==> src/rtl/arb_mux.sv <==
// N-input registered multiplexer with valid/ready handshakes on every port.
// MODE selects fixed-priority (lowest index) or round-robin arbitration.
module arb_mux #(
    parameter int WIDTH = 32,
    parameter int N     = 4,
    parameter int MODE  = 1,
    localparam int SELW = $clog2(N)
) (
    input  logic                 clk,
    input  logic                 rst_n,
    input  logic [N*WIDTH-1:0]   in_data,
    input  logic [N-1:0]         in_valid,
    output logic [N-1:0]         in_ready,
    output logic [WIDTH-1:0]     out_data,
    output logic                 out_valid,
    input  logic                 out_ready,
    output logic [SELW-1:0]      out_sel
);

    // Handshakes: a beat moves on a port only in a cycle where its valid and
    // ready are both high; valid never waits on ready, and the output stage
    // accepts a new beat whenever it is empty or being drained this cycle.

    logic [SELW-1:0] ptr;
    logic [SELW-1:0] grant;
    logic            any_valid;
    logic            load;
    int              idx;

    assign any_valid = |in_valid;
    // rst_n gates load so no channel sees a grant while reset is held.
    assign load      = rst_n && any_valid && (!out_valid || out_ready);

    always_comb begin
        grant = '0;
        idx   = 0;
        if (MODE == 0) begin
            for (int i = N - 1; i >= 0; i--) begin
                if (in_valid[i]) grant = SELW'(i);
            end
        end else begin
            // Walk offsets from far to near so the channel closest to ptr wins.
            for (int k = N - 1; k >= 0; k--) begin
                idx = int'(ptr) + k;
                if (idx >= N) idx = idx - N;
                if (in_valid[idx]) grant = SELW'(idx);
            end
        end
    end

    always_comb begin
        in_ready = '0;
        for (int i = 0; i < N; i++) begin
            if (load && (grant == SELW'(i))) in_ready[i] = 1'b1;
        end
    end

    always_ff @(posedge clk or negedge rst_n) begin
        if (!rst_n) begin
            out_data  <= '0;
            out_sel   <= '0;
            out_valid <= 1'b0;
        end else if (load) begin
            out_data  <= in_data[int'(grant)*WIDTH +: WIDTH];
            out_sel   <= grant;
            out_valid <= 1'b1;
        end else if (out_ready) begin
            out_valid <= 1'b0;
        end
    end

    always_ff @(posedge clk or negedge rst_n) begin
        if (!rst_n) begin
            ptr <= '0;
        end else if ((MODE == 1) && load) begin
            if (grant == SELW'(N - 1)) ptr <= '0;
            else                       ptr <= grant + SELW'(1);
        end
    end

endmodule
==> config.mk <==
export PLATFORM = sky130hd
export DESIGN_NAME = arb_mux
export DESIGN_NICKNAME = d
export VERILOG_FILES = /design/src/rtl/arb_mux.sv
export SDC_FILE = /design/constraint.sdc
export NUM_CORES = 1
export LEC_CHECK = 0
export BUFFER_PORTS_ARGS = -buffer_cell sky130_fd_sc_hd__buf_4
export CAP_MARGIN = 20
export CORE_MARGIN = 2
export CORE_UTILIZATION = 45
export DETAILED_ROUTE_END_ITERATION = 10
export PLACE_DENSITY = 0.87
export SYNTH_ARGS = -nofsm -noshare
export SYNTH_HDL_FRONTEND = slang
export SYNTH_SLANG_ARGS = --single-unit
export TNS_END_PERCENT = 30
==> constraint.sdc <==
create_clock -name clk -period 4.5 [get_ports clk]
set_clock_uncertainty 0.05 [all_clocks]
set_input_delay 1.125 -clock clk [delete_from_list [all_inputs] [get_ports clk]]
set_output_delay 1.125 -clock clk [all_outputs]
set_load 0.05 [all_outputs]
==> Flow_metrics.wiki, run 1 <==
{| class="wikitable"
! Metric !! Value
|-
| Clock period minus worst slack || 3.85 ns
|-
| Number of setup violations in the final report || 0
|-
| Yosys warnings || 0
|-
| Number of global-route vias before repair || 2839
|-
| Total routing resource utilization after global routing || 27.5%
|-
| DRC violation count after routing || 0
|-
| GRT Residual Overflow || 0
|-
| Class of the most critical hold timing path || flip-flop to flip-flop
|-
| Nets@finish || 581
|-
| Final weighted congestion in routability-driven placement || 0.876
|-
| Total vias in the final route || 2888
|-
| Status || finished, final reports clean
|-
| TritonRoute pass-1 iters || 4
|-
| Setup bufs post-CTS || 0
|-
| Master cell of the clock root buffer || sky130_fd_sc_hd__clkbuf_8
|-
| Met1 global-route usage || 33.2%
|-
| Die area || 0.00601 mm^2
|-
| Wirelength, routed || 8440 um
|-
| Half-perimeter wire length after detailed placement || 6140 um
|-
| Area Overhead vs Synth || 56.0%
|-
| Cell area after synthesis || 0.00243 mm^2
|-
| Average size of a mapped cell || 8.45 um^2
|-
| Leakage power || 1.75 nW
|-
| Critical Path AT || 2.67 ns
|-
| Critical path's most frequent cell || sky130_fd_sc_hd__buf_4
|-
| Register clock-pin slew on the reported worst setup and hold paths || 0.08 ns
|-
| Number of antenna violations at the first check in global routing || 0
|-
| Number of nets in the synthesized netlist || 423
|-
| Count of flip-flops with a built-in enable after synthesis || 0
|-
| Maximum number of pins on one net before global-route repair || 65
|-
| Post-synthesis cell count || 288
|-
| Port Buf Inserts || 173
|-
| Hold violation total from the final report || 0
|-
| Initial core utilization || 47.0%
|-
| Type of element launching the critical path || primary input
|-
| Crit Path Category || primary input to primary output
|-
| Critical path data required time || 3.32 ns
|-
| Clk sink count || 37
|-
| Avg WL per Cell || 16.3 um
|-
| Global routing met2 resource utilization || 47.7%
|-
| Sequential share of the synthesized area || 38.0%
|-
| Maximum buffer depth of the clock tree || 2
|-
| Number of placement rows || 26
|-
| TritonCTS clock tree || yes
|-
| Placement Setup Slack || 0.653 ns
|-
| VDD IR max || 0.266 mV
|-
| Number of buffers created by CTS || 5
|-
| Maximum fanout encountered on the critical timing path || 31
|-
| Most used cells in the layout excluding fill and tap cells || sky130_fd_sc_hd__buf_4, sky130_fd_sc_hd__nand2_1, sky130_fd_sc_hd__dfrtp_1
|-
| Final-layout setup total negative slack || 0 ns
|-
| Layout cell share with drive strength beyond 1 || 43.4%
|-
| Ratio of routed vias to standard cells || 5.59
|-
| Total of cells resized after clock tree synthesis || 0
|-
| Kind of end point of the critical path || primary output
|-
| # hold bufs at CTS || 0
|-
| Clock insertion delay at the later pin of the skew report || 0.28 ns
|-
| CP peak stage delay || 0.62 ns
|-
| Core region area || 0.00517 mm^2
|-
| Global-route wire length before repair || 13400 um
|-
| Antenna diode instance count || 0
|-
| Maximum clock frequency || 260 MHz
|-
| Final count of pins violating max slew || 0
|-
| Height of the chip || 77.5 um
|-
| Worst slew pin tran || 0.843 ns
|-
| Layer with the highest usage || met2
|-
| Total design power || 0.00197 W
|-
| Power density of the placed cells || 520 mW/mm^2
|-
| Cells traversed along the worst timing path || buf_4 > a21boi_1 > o221a_2 > nand2_1 > nor2_1 > buf_4
|-
| Unique masters post-synth || 31
|-
| Most common flop cell mapped by yosys || sky130_fd_sc_hd__dfrtp_1
|-
| Number of violations reported at the end of detailed-routing iteration 0 || 172
|-
| Share of the clock period used by the worst path after layout || 85.5%
|-
| H-Tree Level Count || 2
|-
| Overall die width || 77.5 um
|-
| Post-route worst setup slack || 0.652 ns
|-
| Worst max-slew margin expressed relative to the limit || 43.5%
|-
| ANT nets after route || 0
|-
| Boundary pin count || 174
|-
| Flip-flop and latch count after synthesis || 37
|-
| Setup repair after global routing missed its margin || false
|-
| Commonest non-fill, non-tap cell in the layout || sky130_fd_sc_hd__buf_4
|-
| Met3 capacity usage during global routing || 5.70%
|-
| Max-cap violation count || 0
|-
| Share of flip-flops with an asynchronous set or reset after synthesis || 100%
|-
| Master of the slowest instance on the critical path || sky130_fd_sc_hd__o221a_2
|}
[report_power, final]
part | leakage, nW | switching [W] | total [W] | internal (W)
Combinational | 1.29 | 0.000811 | 0.00121 | 0.000398
Sequential | 0.414 | 0.0000776 | 0.000537 | 0.000459
Clock | 0.0450 | 0.000120 | 0.000227 | 0.000107
Total | 1.75 | 0.00101 | 0.00197 | 0.000965
[synthesized netlist by cell type (2+ instances only)]
cell / count / area (um^2)
sky130_fd_sc_hd__nor2_1: 33 / 124
sky130_fd_sc_hd__nand2_1: 69 / 259
sky130_fd_sc_hd__a21oi_1: 2 / 10.0
sky130_fd_sc_hd__and2_1: 9 / 56.3
sky130_fd_sc_hd__and2_0: 24 / 150
sky130_fd_sc_hd__buf_2: 16 / 80.1
sky130_fd_sc_hd__a311oi_1: 31 / 272
sky130_fd_sc_hd__nand2b_1: 2 / 12.5
sky130_fd_sc_hd__dfrtp_1: 37 / 926
sky130_fd_sc_hd__buf_6: 7 / 78.8
sky130_fd_sc_hd__clkbuf_1: 6 / 22.5
sky130_fd_sc_hd__inv_1: 2 / 7.51
sky130_fd_sc_hd__a2111oi_0: 31 / 272
sky130_fd_sc_hd__and3_1: 2 / 12.5
[critical path: cells and delay by family]
kind                   cells  cell delay (ns)
AND/OR/NAND/NOR            2             0.29
buffers and inverters      2             0.34
AO/OA/AOI/OAI              2             0.91
[stage by stage]
step | std cells | area [um^2] | hold slack, ns | util (%)
finish | 517 | 3800 | 0.436 | 73.4
global route | 517 | 3800 | 0.452 | 73.4
CTS | 517 | 3800 | 0.440 | 73.4
detailed placement | 509 | 3710 | 0.422 | 71.8
global placement | 509 | 3710 | 0.412 | 71.8
floorplan | 288 | 2430 | 0.484 | -
[state kept, by name, summed over array words and instances, names as in the netlist]
signal / cells
out_valid: 1
ptr: 2
out_sel: 2
out_data: 32
[area by class of cell]
class | instances | area, um^2
fillers | 397 | 1380
repair buffers | 181 | 1360
multi-input cells | 219 | 1340
flip-flops and latches | 37 | 926
well taps | 70 | 87.6
clock buffers | 6 | 72.6
clock inverters | 2 | 10.0
inverters | 2 | 7.51
[final timing paths]
check                                 start  cells after the start            to  slack, ns
worst min-delay path             out_sel[1]                      1    out_sel[1]       0.44
min in group asynchronous             rst_n                      2  out_data[10]       0.87
max in group asynchronous             rst_n                      2  out_data[25]       3.19
worst min register to register   out_sel[1]                      1    out_sel[1]       0.44
worst max register to register    out_valid                      5  out_data[17]       1.89
worst max-delay path            in_valid[0]                      6   in_ready[1]       0.65
[routing by layer]
| layer | share of wire (%) | vias to the layer above |
|---|---|---|
| met4 | 2.1 | 0 |
| met2 | 50 | 167 |
| met1 | 40 | 1334 |
| met3 | 7.8 | 17 |
| met5 | 0 | - |
| li1 | - | 1370 |
[cells by family after synthesis]
family | Yosys count | share of synthesized area (%)
buf+inv | 32 | 7.92
xor+xnor | 1 | 0.360
mux | 1 | 0.411
compound gates | 75 | 27.2
flops | 37 | 38.0
simple gates | 142 | 26.1
(Power assumes the default switching activity.)
==> run 2, diff against run 1 <==
CELL_PAD_IN_SITES_DETAIL_PLACEMENT = 2   (was unset)
CELL_PAD_IN_SITES_GLOBAL_PLACEMENT = 2   (was unset)
CORE_UTILIZATION = 23   (was 45)
PLACE_DENSITY = unset   (was 0.87)
PLACE_DENSITY_LB_ADDON = 0.1   (was unset)
==> run 2 against run 1 <==
Effect of this change: non-clock buffer count shrank 2; combinational power is essentially flat; register-to-register slack lost 0.31 ns; sequential power is essentially flat; critical path type unchanged; global-route usage shrank 9.0 points; power grew 1.1%.
==> Flow_metrics.wiki, run 2 (same netlist as run 1, synthesis figures left out) <==
{| class="wikitable"
! Metric !! Value
|-
| Boundary pin count || 174 (unchanged)
|-
| Critical Path AT || 2.65 ns (-0.02 ns)
|-
| Core region area || 0.0103 mm^2 (+99%)
|-
| Register clock-pin slew on the reported worst setup and hold paths || 0.08 ns (about the same)
|-
| Number of buffers created by CTS || 5 (unchanged)
|-
| Net switching component of the power || 0.00103 W (+2.3%)
|-
| Clock insertion delay at the later pin of the skew report || 0.29 ns (about the same)
|-
| Switching power as a share of total power || 51.7% (+0.58 points)
|-
| Number of global-route vias before repair || 3141 (+11%)
|-
| Kind of end point of the critical path || primary output
|-
| Hold violation total from the final report || 0 (unchanged)
|-
| Final count of pins violating max slew || 0 (unchanged)
|-
| Maximum fanout encountered on the critical timing path || 27 (-13%)
|-
| Critical path data required time || 3.32 ns (about the same)
|-
| Half-perimeter wire length after detailed placement || 7650 um (+25%)
|-
| Clk sink count || 37 (unchanged)
|-
| Number of setup violations in the final report || 0 (unchanged)
|-
| Port Buf Inserts || 173 (unchanged)
|-
| GRT Residual Overflow || 0 (unchanged)
|-
| Height of the chip || 107 um (+38%)
|-
| H-Tree Level Count || 2 (unchanged)
|-
| Global-route wire length before repair || 16600 um (+24%)
|-
| Final standard cell count with taps included and fillers excluded || 581 (+12%)
|-
| Number of placement rows || 37 (+42%)
|-
| TritonRoute pass-1 iters || 4 (unchanged)
|-
| Flop pwr share || 26.8% (-0.4 points)
|-
| Worst slew pin tran || 0.766 ns (-0.0774 ns)
|-
| TritonCTS clock tree || yes
|-
| Area Overhead vs Synth || 59.0%
|-
| Flip-flop count of the largest register, all copies and words added || 32 (unchanged)
|-
| Leakage power || 1.74 nW (-0.54%)
|-
| Total vias in the final route || 2850 (-1.3%)
|-
| Worst reg2reg setup slack || 1.58 ns (-0.31 ns)
|-
| Ratio of routed vias to standard cells || 4.91 (-12%)
|-
| Final-layout setup total negative slack || 0 ns (unchanged)
|-
| Share of the clock period used by the worst path after layout || 85.0% (-0.47 points)
|-
| Avg WL per Cell || 18.3 um (+12%)
|-
| Clock network fraction of design power || 11.7% (+0.2 points)
|-
| Total routing resource utilization after global routing || 18.5% (-9.0 points)
|-
| Max-cap violation count || 0 (unchanged)
|-
| Class of the most critical hold timing path || flip-flop to flip-flop
|-
| ANT nets after route || 0 (unchanged)
|-
| Placement Setup Slack || 0.644 ns (-0.00830 ns)
|-
| Layout cell share with drive strength beyond 1 || 42.9% (-0.48 points)
|-
| Top register by number of flip-flops || out_data
|-
| # hold bufs at CTS || 0 (unchanged)
|-
| Final weighted congestion in routability-driven placement || 0.740 (-15%)
|-
| Commonest non-fill, non-tap cell in the layout || sky130_fd_sc_hd__buf_4
|-
| Count of placed standard cells including taps || 573 (+13%)
|-
| Maximum number of pins on one net before global-route repair || 65 (unchanged)
|-
| Overall die width || 107 um (+38%)
|-
| Nets@finish || 579 (-0.34%)
|-
| VDD IR max || 0.149 mV (-44%)
|-
| Maximum clock frequency || 261 MHz (+0.56%)
|-
| Clock period minus worst slack || 3.83 ns (-0.0212 ns)
|-
| Worst max-slew margin expressed relative to the limit || 48.9% (+5.4 points)
|-
| Setup bufs post-CTS || 0 (unchanged)
|-
| Largest regs || out_data (32), out_sel (2), ptr (2)
|-
| Setup repair after global routing missed its margin || false
|-
| Int Pwr || 0.000964 W (-0.11%)
|-
| DRC violation count after routing || 0 (unchanged)
|-
| Number of antenna violations at the first check in global routing || 0 (unchanged)
|-
| Number of violations reported at the end of detailed-routing iteration 0 || 62 (-64%)
|-
| Crit Path Category || primary input to primary output
|-
| Most used cells in the layout excluding fill and tap cells || sky130_fd_sc_hd__buf_4, sky130_fd_sc_hd__nand2_1, sky130_fd_sc_hd__dfrtp_1
|-
| Wirelength, routed || 10600 um (+26%)
|-
| Antenna diode instance count || 0 (unchanged)
|-
| Type of element launching the critical path || primary input
|-
| Number of fill cells in the layout || 1233 (+210%)
|-
| Post-route worst setup slack || 0.674 ns (+0.0212 ns)
|-
| Die area || 0.0114 mm^2 (+90%)
|-
| Master cell of the clock root buffer || sky130_fd_sc_hd__clkbuf_8
|-
| Total of cells resized after clock tree synthesis || 0 (unchanged)
|-
| Maximum buffer depth of the clock tree || 2 (unchanged)
|-
| Power density of the placed cells || 516 mW/mm^2 (-0.77%)
|-
| Initial core utilization || 23.7% (-23 points)
|-
| Comb power frac || 61.4% (about the same)
|-
| Status || finished, final reports clean
|}
run 2: per-stage QoR:
step | cell area, um^2 | hold slack [ns] | utilization, % | power (W)
finish | 3870 | 0.458 | 37.6 | 0.00199
global route | 3870 | 0.492 | 37.6 | 0.00213
CTS | 3870 | 0.466 | 37.6 | 0.00203
detailed placement | 3790 | 0.437 | 36.9 | 0.00179
global placement | 3790 | 0.421 | 36.9 | 0.00176
floorplan | 2430 | 0.484 | - | 0.00136
run 2: power by group through the flow:
stage	Combinational [W]	Sequential [W]	Clock [W]
floorplan	0.000399	0.000962	0
global placement	0.00123	0.000537	0
detailed placement	0.00125	0.000543	0
CTS	0.00125	0.000538	0.000244
global route	0.00132	0.000553	0.000258
finish	0.00123	0.000535	0.000234
run 2: layer usage:
layer	GRT usage (%)	vias to the layer above	part of all wire [%]
met1	22.6	1374	42
met2	32.6	103	49
met4	3.06	0	0.73
li1	-	1367	-
met5	0	-	0
met3	5.53	6	7.9
run 2: cell type report:
cell class / instances / area [um^2] / area share (%)
sequential: 37 / 926 / 23.9
clock buffer: 8 / 80.1 / 2.07
timing repair buffer: 179 / 1340 / 34.7
inverter: 2 / 7.51 / 0.194
multi-input combinational: 219 / 1340 / 34.7
tap: 136 / 170 / 4.40
run 2: critical path, cell delays in order:
cell and delay (ns):
sky130_fd_sc_hd__buf_4 0.13, sky130_fd_sc_hd__a21boi_1 0.29, sky130_fd_sc_hd__o221a_2 0.60, sky130_fd_sc_hd__nand2_1 0.18
sky130_fd_sc_hd__nor2_1 0.12, sky130_fd_sc_hd__buf_4 0.21
run 2: final timing paths:
check / from / endpoint / cells after the start
setup reg to reg: ptr[1] / out_data[2] / 6
min in group asynchronous: rst_n / out_valid / 2
max in group asynchronous: rst_n / out_data[26] / 2
hold / removal: out_sel[0] / out_sel[0] / 2
setup / recovery: in_valid[0] / in_ready[1] / 6
hold reg to reg: out_sel[0] / out_sel[0] / 2
==> run 3, diff against run 2 <==
REMOVE_ABC_BUFFERS = 1   (was unset)
==> run 3 against run 2 <==
Effect of this change: setup slack worse by 0.057 ns; clock power is 2% higher; global-route usage is 0.20 points higher; non-clock buffer count is 2 higher; first-iteration DRC count is 3.2% higher; routed wire length is 2.3% higher; via count is 2.6% higher; maximum frequency is 1.5% lower; highest routed layer unchanged.
==> Flow_metrics.wiki, run 3 (same netlist as run 1, synthesis figures left out) <==
{| class="wikitable"
! Metric !! Value
|-
| Setup bufs post-CTS || 0 (unchanged)
|-
| Fin util || 37.9% (+0.21 points)
|-
| Number of antenna violations at the first check in global routing || 0 (unchanged)
|-
| Overall die width || 107 um (unchanged)
|-
| Setup repair after global routing missed its margin || false
|-
| Clock insertion delay at the later pin of the skew report || 0.28 ns (about the same)
|-
| Wirelength, routed || 10900 um (+2.3%)
|-
| Flip-flop count of the largest register, all copies and words added || 32 (unchanged)
|-
| Status || finished, final reports clean
|-
| Master cell of the clock root buffer || sky130_fd_sc_hd__clkbuf_8
|-
| Share of the clock period used by the worst path after layout || 86.3% (+1.3 points)
|-
| Area Overhead vs Synth || 59.8%
|-
| Critical path's most frequent cell || sky130_fd_sc_hd__buf_4
|-
| Core region area || 0.0103 mm^2 (unchanged)
|-
| Top register by number of flip-flops || out_data
|-
| GRT Residual Overflow || 0 (unchanged)
|-
| Number of buffers created by CTS || 5 (unchanged)
|-
| Die area || 0.0114 mm^2 (unchanged)
|-
| H-Tree Level Count || 2 (unchanged)
|-
| Class of the most critical hold timing path || flip-flop to flip-flop
|-
| Kind of end point of the critical path || primary output
|-
| Power density of the placed cells || 518 mW/mm^2 (+0.42%)
|-
| Port Buf Inserts || 173 (unchanged)
|-
| Maximum clock frequency || 258 MHz (-1.5%)
|-
| Number of setup violations in the final report || 0 (unchanged)
|-
| Number of global-route vias before repair || 3114 (-0.86%)
|-
| Global-route wire length before repair || 16700 um (+0.16%)
|-
| Total routing resource utilization after global routing || 18.7% (+0.20 points)
|-
| Number of fill cells in the layout || 1211 (-1.8%)
|-
| Total vias in the final route || 2923 (+2.6%)
|-
| TritonRoute pass-1 iters || 4 (unchanged)
|-
| Maximum number of pins on one net before global-route repair || 65 (unchanged)
|-
| VDD IR max || 0.219 mV (+47%)
|-
| ANT nets after route || 0 (unchanged)
|-
| Leakage power || 1.76 nW (+0.79%)
|-
| CP peak stage delay || 0.77 ns (+0.17 ns)
|-
| Critical path data required time || 3.32 ns (about the same)
|-
| TritonCTS clock tree || yes
|-
| Ratio of routed vias to standard cells || 5.02 (+2.4%)
|-
| Maximum buffer depth of the clock tree || 2 (unchanged)
|-
| Half-perimeter wire length after detailed placement || 8010 um (+4.6%)
|-
| Type of element launching the critical path || primary input
|-
| Clk sink count || 37 (unchanged)
|-
| Area of all sequential standard cells || 926 um^2 (unchanged)
|-
| Total design power || 0.00201 W (+0.97%)
|-
| Height of the chip || 107 um (unchanged)
|-
| Number of violations reported at the end of detailed-routing iteration 0 || 64 (+3.2%)
|-
| Total of cells resized after clock tree synthesis || 0 (unchanged)
|-
| Worst slew pin tran || 0.920 ns (+0.154 ns)
|-
| # hold bufs at CTS || 0 (unchanged)
|-
| DRC violation count after routing || 0 (unchanged)
|-
| Register clock-pin slew on the reported worst setup and hold paths || 0.07 ns (about the same)
|-
| Most used cells in the layout excluding fill and tap cells || sky130_fd_sc_hd__buf_4, sky130_fd_sc_hd__nand2_1, sky130_fd_sc_hd__dfrtp_1
|-
| Initial core utilization || 23.7% (unchanged)
|-
| Layout cell share with drive strength beyond 1 || 43.5% (+0.58 points)
|-
| Hold violation total from the final report || 0 (unchanged)
|-
| Crit Path Category || primary input to primary output
|-
| Maximum fanout encountered on the critical timing path || 36 (+33%)
|-
| Kind of cell adding the most delay to the critical path || simple AND/OR/NAND/NOR gates
|-
| Boundary pin count || 174 (unchanged)
|-
| Avg WL per Cell || 18.7 um (+2.1%)
|-
| Master of the slowest instance on the critical path || sky130_fd_sc_hd__nor2b_4
|-
| Final weighted congestion in routability-driven placement || 0.716 (-3.2%)
|-
| Critical Path AT || 2.71 ns (+0.06 ns)
|-
| Clock period minus worst slack || 3.88 ns (+0.0567 ns)
|-
| Antenna diode instance count || 0 (unchanged)
|-
| Max-cap violation count || 0 (unchanged)
|-
| Number of placement rows || 37 (unchanged)
|-
| Worst max-slew margin expressed relative to the limit || 38.6% (-10 points)
|-
| Commonest non-fill, non-tap cell in the layout || sky130_fd_sc_hd__buf_4
|-
| Largest regs || out_data (32), out_sel (2), ptr (2)
|-
| Final count of pins violating max slew || 0 (unchanged)
|-
| Total area of multi-input combinational cells || 0.00134 mm^2 (unchanged)
|-
| Nets@finish || 581 (+0.35%)
|-
| CP Buf/Inv Count || 2 (unchanged)
|-
| Cells traversed along the worst timing path || buf_4 > nand2b_1 > nor2b_4 > nand2_1 > nor2_1 > buf_4
|}
[run 3: changes by cell type in the layout (fill, tap and decap cells not counted), sizes merged]
cell	before	now
buf	179	181
clkbuf	8	7
[run 3: worst reg2reg max path: stages (launching register included)]
cell and delay, ns:
sky130_fd_sc_hd__dfrtp_1 0.46, sky130_fd_sc_hd__or3b_1 0.47, sky130_fd_sc_hd__o221a_2 0.25, sky130_fd_sc_hd__buf_4 0.27, sky130_fd_sc_hd__and2_0 0.20, sky130_fd_sc_hd__a2111oi_0 0.53
sky130_fd_sc_hd__a311oi_1 0.10
[run 3: final timing paths]
check                           startpoint      endpoint  slack (ns)  depth (start not counted)
worst max-delay path             out_ready   in_ready[1]        0.62                          6
worst min-delay path            out_sel[1]    out_sel[1]        0.43                          1
worst max register to register      ptr[1]  out_data[17]        2.03                          6
worst min register to register  out_sel[1]    out_sel[1]        0.43                          1
max in group asynchronous            rst_n  out_data[17]        3.13                          2
min in group asynchronous            rst_n   out_data[6]        0.89                          2
[run 3: through the flow]
step | hold WS [ns] | std cells | cell area (um^2) | worst slack [ns] | setup TNS (ns)
floorplan | 0.489 | 258 | 2250 | -0.836 | -0.878
global placement | 0.415 | 575 | 3800 | 0.657 | 0
detailed placement | 0.422 | 575 | 3800 | 0.569 | 0
CTS | 0.438 | 582 | 3890 | 0.563 | 0
global route | 0.462 | 582 | 3890 | 0.441 | 0
finish | 0.435 | 582 | 3890 | 0.617 | 0
[run 3: final cells by class]
class / count / area share [%]
Clock buffer: 7 / 2.22
Tap cell: 136 / 4.37
Timing Repair Buffer: 181 / 34.9
Sequential cell: 37 / 23.8
Multi-Input combinational cell: 219 / 34.5
Inverter: 2 / 0.193
[run 3: per-layer routing]
metal,wire [um],track usage (%),vias up
met1,4460,22.3,1441
met5,0,0,-
li1,-,-,1370
met2,5550,34.2,105
met4,107,3.71,0
met3,743,4.44,7
[run 3: where the power goes]
group | internal (W) | switching [W]
clock | 0.000122 | 0.000117
sequential | 0.000459 | 0.0000773
combinational | 0.000400 | 0.000839
